===== src/rtl/addr_step_pkg.sv =====
// Shared types and defaults for the constant-step address generator.
package addr_step_pkg;

  localparam int WIDTH_DEF = 8;
  localparam int STEP_DEF  = 2;

  typedef logic [WIDTH_DEF-1:0] addr_t;

  typedef enum logic [1:0] {
    ST_IDLE = 2'd0,
    ST_RUN  = 2'd1,
    ST_DONE = 2'd2
  } state_e;

endpackage


===== src/rtl/addr_step_gen_step_add.sv =====
// Combinational constant-step adder: sum = a + STEP, carry is the bit-WIDTH result.
module step_add #(
  parameter int WIDTH = 8,
  parameter int STEP  = 2
) (
  input  logic [WIDTH-1:0] a_i,
  output logic [WIDTH-1:0] sum_o,
  output logic             carry_o
);

  localparam logic [WIDTH:0] STEP_EXT = (WIDTH+1)'(STEP);

  // Zero-extend by one bit so the top bit of the result is the carry-out.
  assign {carry_o, sum_o} = {1'b0, a_i} + STEP_EXT;

endmodule


===== src/rtl/addr_step_gen.sv =====
// Burst address generator: emits count_i values from base_i stepping by STEP,
// over a valid/ready handshake. All outputs are driven straight from flops.
module addr_step_gen
  import addr_step_pkg::*;
#(
  parameter int WIDTH = WIDTH_DEF,
  parameter int STEP  = STEP_DEF
) (
  input  logic             clk,
  input  logic             rst,
  input  logic             start_i,
  input  logic [WIDTH-1:0] base_i,
  input  logic [WIDTH-1:0] count_i,
  output logic             out_valid_o,
  input  logic             out_ready_i,
  output logic [WIDTH-1:0] addr_o,
  output logic             busy_o,
  output logic             done_o,
  output logic             wrap_o
);

  state_e           state_q, state_d;
  logic [WIDTH-1:0] addr_q, addr_d;
  logic [WIDTH-1:0] rem_q, rem_d;
  logic             wrap_q, wrap_d;
  logic             valid_q, valid_d;
  logic             busy_q, busy_d;
  logic             done_q, done_d;
  logic             accept;
  logic [WIDTH-1:0] sum;
  logic             carry;

  step_add #(
    .WIDTH (WIDTH),
    .STEP  (STEP)
  ) u_step_add (
    .a_i     (addr_q),
    .sum_o   (sum),
    .carry_o (carry)
  );

  // Next-state and datapath update; output flags are decoded from the next
  // state so they land in registers together with the state itself.
  always_comb begin
    state_d = state_q;
    addr_d  = addr_q;
    rem_d   = rem_q;
    wrap_d  = wrap_q;
    accept  = valid_q & out_ready_i;
    case (state_q)
      ST_IDLE: begin
        if (start_i) begin
          wrap_d = 1'b0;
          if (count_i != '0) begin
            addr_d  = base_i;
            rem_d   = count_i;
            state_d = ST_RUN;
          end else begin
            state_d = ST_DONE;
          end
        end
      end
      ST_RUN: begin
        if (accept) begin
          addr_d = sum;
          rem_d  = rem_q - 1'b1;
          if (carry) wrap_d = 1'b1;
          // Last beat: addr still advances but is no longer presented as valid.
          if (rem_q == WIDTH'(1)) state_d = ST_DONE;
        end
      end
      ST_DONE: state_d = ST_IDLE;
      default: state_d = ST_IDLE;
    endcase
    valid_d = (state_d == ST_RUN);
    busy_d  = (state_d != ST_IDLE);
    done_d  = (state_d == ST_DONE);
  end

  // State and output registers with synchronous active-high reset.
  always_ff @(posedge clk) begin
    if (rst) begin
      state_q <= ST_IDLE;
      addr_q  <= '0;
      rem_q   <= '0;
      wrap_q  <= 1'b0;
      valid_q <= 1'b0;
      busy_q  <= 1'b0;
      done_q  <= 1'b0;
    end else begin
      state_q <= state_d;
      addr_q  <= addr_d;
      rem_q   <= rem_d;
      wrap_q  <= wrap_d;
      valid_q <= valid_d;
      busy_q  <= busy_d;
      done_q  <= done_d;
    end
  end

  assign out_valid_o = valid_q;
  assign addr_o      = addr_q;
  assign busy_o      = busy_q;
  assign done_o      = done_q;
  assign wrap_o      = wrap_q;

endmodule


===== config.mk =====
export PLATFORM = sky130hd
export DESIGN_NAME = addr_step_gen
export DESIGN_NICKNAME = d
export VERILOG_FILES = /design/src/rtl/addr_step_pkg.sv /design/src/rtl/addr_step_gen_step_add.sv /design/src/rtl/addr_step_gen.sv
export SDC_FILE = /design/constraint.sdc
export NUM_CORES = 1
export LEC_CHECK = 0
export CORE_MARGIN = 1.5
export CORE_UTILIZATION = 51
export DETAILED_ROUTE_END_ITERATION = 8
export PLACE_DENSITY_LB_ADDON = 0.2
export SLEW_MARGIN = 20
export SYNTH_ARGS = -nofsm -noshare
export SYNTH_HDL_FRONTEND = slang
export SYNTH_SLANG_ARGS = --single-unit

===== constraint.sdc =====
create_clock -name clk -period 4.8 [get_ports clk]
set_input_delay 0.72 -clock clk [delete_from_list [all_inputs] [get_ports clk]]
set_output_delay 0.72 -clock clk [all_outputs]
set_load 0.005 [all_outputs]

==> flow_summary.json <==
{
  "internal-power_uw": 336,
  "tightest_slew_ns": 0.956,
  "fin_crit_ns": 2.68,
  "vias": 1247,
  "cts.sinks": 22,
  "crit_start": "count_i[4]",
  "wl_per_cell_um": 14.5,
  "synth_async_sr_flop_share": 0,
  "final_util": 0.705,
  "slowest_delay_ns": 0.57,
  "post_cts_buffers": 0,
  "arrival_ns": 2.97,
  "ir_worst_vdd_v": 0.000184,
  "die_x_um": 51.9,
  "hold_viol": 0,
  "crit_chain": "clkdlybuf4s50_1, nor4_1, and3_1, nand2b_1, o221a_1",
  "num-fill-cells": 192,
  "io_buffers": 31,
  "avgSynthCellArea_um2": 8.35,
  "synthCells": 146,
  "path_delay_family": "simple AND/OR/NAND/NOR gates",
  "area_growth_pct": 29.2,
  "final_nets": 196,
  "fmax_mhz": 372,
  "fin_ws_ns": 2.12,
  "p_per_area_mw_per_mm2": 295,
  "synth.area.top_cells": "dfxtp_1, nor2_1, a21oi_1",
  "syn_nets": 169,
  "clk_latency_ns": 0.32,
  "cts_tree": "built",
  "cts_resized": 0,
  "diodes": 0,
  "p_leak_uw": 0.000584,
  "stdcell_count": 200,
  "min_from": "rem_q[6]",
  "synth-edff-count": 0,
  "switching_share": 0.277,
  "vias_per_cell": 6.24,
  "synthFlopType": "dfxtp_1",
  "setup-violations-final": 0,
  "drtAntennaViolNets": 0,
  "fin_skew_ns": 0.0133,
  "antenna_found_initial": 0,
  "ys_seq_elements": 22,
  "hp-class": "reg -> reg",
  "pre_cts_ws_ns": 1.80,
  "grt_pass1_wl_mm": 4.73,
  "clk_pin_slew_ns": 0.14,
  "fin_worst_hold_slack_ns": 0.510,
  "dieArea_mm2": 0.00269,
  "min_period_over_period": 0.559,
  "rsz0062_at_grt": "false",
  "first_pass_iters": 4,
  "p_switching_uw": 129,
  "hold_path_end": "rem_q[6]",
  "status": "completed",
  "overflow": 0,
  "mostFrequentLayoutCells": "clkdlybuf4s50_1, dfxtp_1, nor2_1, a21oi_1",
  "r2r_cells": 4,
  "drtIter0Drc": 26,
  "max_cap_violations": 0,
  "routed_wl_mm": 2.90,
  "rrSetupSlack_ns": 2.80,
  "ys_types": 43,
  "hold-path-cell-count": 2,
  "crit_type": "in -> reg",
  "final-max-slew-violation-count": 0,
  "synth_area_mm2": 0.00122,
  "yosysTopAreaCellShare": 0.361,
  "fp.dieH_um": 51.9,
  "initial_core_util": 0.546,
  "clkPwrFrac": 0.316,
  "placed_cells": 196,
  "yosysSeqAreaShare": 0.361,
  "synth_top_area_cell": "dfxtp_1",
  "htree_levels": 1,
  "ioPinCount": 32,
  "start_kind": "primary input",
  "gp_congestion": 0.829,
  "rows": 17,
  "grt_pass1_vias": 1112,
  "crit_required_ns": 5.08,
  "final_common_cell": "clkdlybuf4s50_1",
  "drive_gt1_frac": 0.0581,
  "cts_made_buffers": 3,
  "crit_buf_inv": 1,
  "r2r-end": "addr_o[2]",
  "tns_ns": 0,
  "place_hpwl_mm": 2.09,
  "cts-root-buf": "clkbuf_4",
  "ctsLongestPathBuffers": 2,
  "cpMaxStageDelayCell": "and3_1",
  "post-route-drc-count": 0,
  "pwr-share-comb": 0.228,
  "yosysWarnings": 0,
  "ctsHoldBuffers": 0,
  "r2r_start": "state_q[1]",
  "grt_max_degree": 29,
  "core_area_mm2": 0.00223,
  "crit_fanout": 14,
  "seq_power_share": 0.456,
  "slew_headroom": 0.363,
  "worstSetupEndpointType": "register",
  "track_usage": 0.233
}
-- routing by layer --
metal,vias to the layer above,track usage,share of wire
li1,619,-,-
met2,53,0.380,0.45
met4,0,0.0965,0.011
met3,5,0.0431,0.077
met1,570,0.301,0.46
met5,-,0,0
-- sequential cells by signal, summed over array words and instances, names as in the netlist --
| register | count |
|---|---|
| addr_o | 8 |
| rem_q | 8 |
| state_q | 2 |
| busy_o | 1 |
| done_o | 1 |
| out_valid_o | 1 |
| wrap_o | 1 |
-- worst max-delay path by stage --
stage	cells past startpoint	endpoint	slack, ns
floorplan	5	addr_o[2]	2.90
global placement	5	addr_o[7]	1.84
detailed placement	5	rem_q[7]	1.80
CTS	5	addr_o[7]	2.16
global route	5	addr_o[7]	2.04
finish	5	addr_o[7]	2.12
-- worst min-delay path, cell delays in order, from the launching register on --
cell,delay (ns)
dfxtp_1,0.34
o41ai_1,0.06
o32ai_1,0.07
-- power by group through the flow --
| stage | Combinational (uW) | Sequential [uW] | Clock [uW] |
|---|---|---|---|
| 6_report | 106 | 212 | 147 |
| 3_3_place_gp | 103 | 215 | 0 |
| 3_5_place_dp | 105 | 215 | 0 |
| 4_1_cts | 106 | 211 | 146 |
| 5_1_grt | 118 | 214 | 154 |
| 2_1_floorplan | 65.1 | 213 | 0 |
-- final cells by class --
| class | count | area [um^2] | area share |
|---|---|---|---|
| clock buffer | 3 | 22.5 | 0.0143 |
| clock inverter | 1 | 30.0 | 0.0191 |
| inverter | 3 | 11.3 | 0.00715 |
| multi-input combinational | 112 | 724 | 0.460 |
| sequential | 22 | 440 | 0.280 |
| tap | 28 | 35.0 | 0.0223 |
| timing repair buffer | 31 | 310 | 0.197 |
-- synthesized netlist by cell type (all sizes together), types with 3 or more instances --
library cell,count
o311ai,5
and3,6
or4,3
nor2,20
o21ai,4
nor4,5
o31ai,7
nand3,4
buf,7
dfxtp,22
nor3,7
nand2,3
inv,3
ha,3
a21oi,11
o32ai,5
nor3b,3
a22oi,3
-- cell families after synthesis --
family / count (synthesis) / synth area share
adder cells (fa/ha/maj): 3 / 0.0308
AND/OR/NAND/NOR: 62 / 0.277
buffers and inverters: 12 / 0.0441
flip-flops: 22 / 0.361
AO/OA/AOI/OAI: 45 / 0.269
multiplexers: 2 / 0.0175
-- stage by stage --
stage | power, uW | area [um^2]
finish | 464 | 1570
detailed placement | 321 | 1520
global route | 486 | 1570
floorplan | 278 | 1220
global placement | 318 | 1520
CTS | 463 | 1570
No activity file was read; power rests on OpenSTA's default activity.
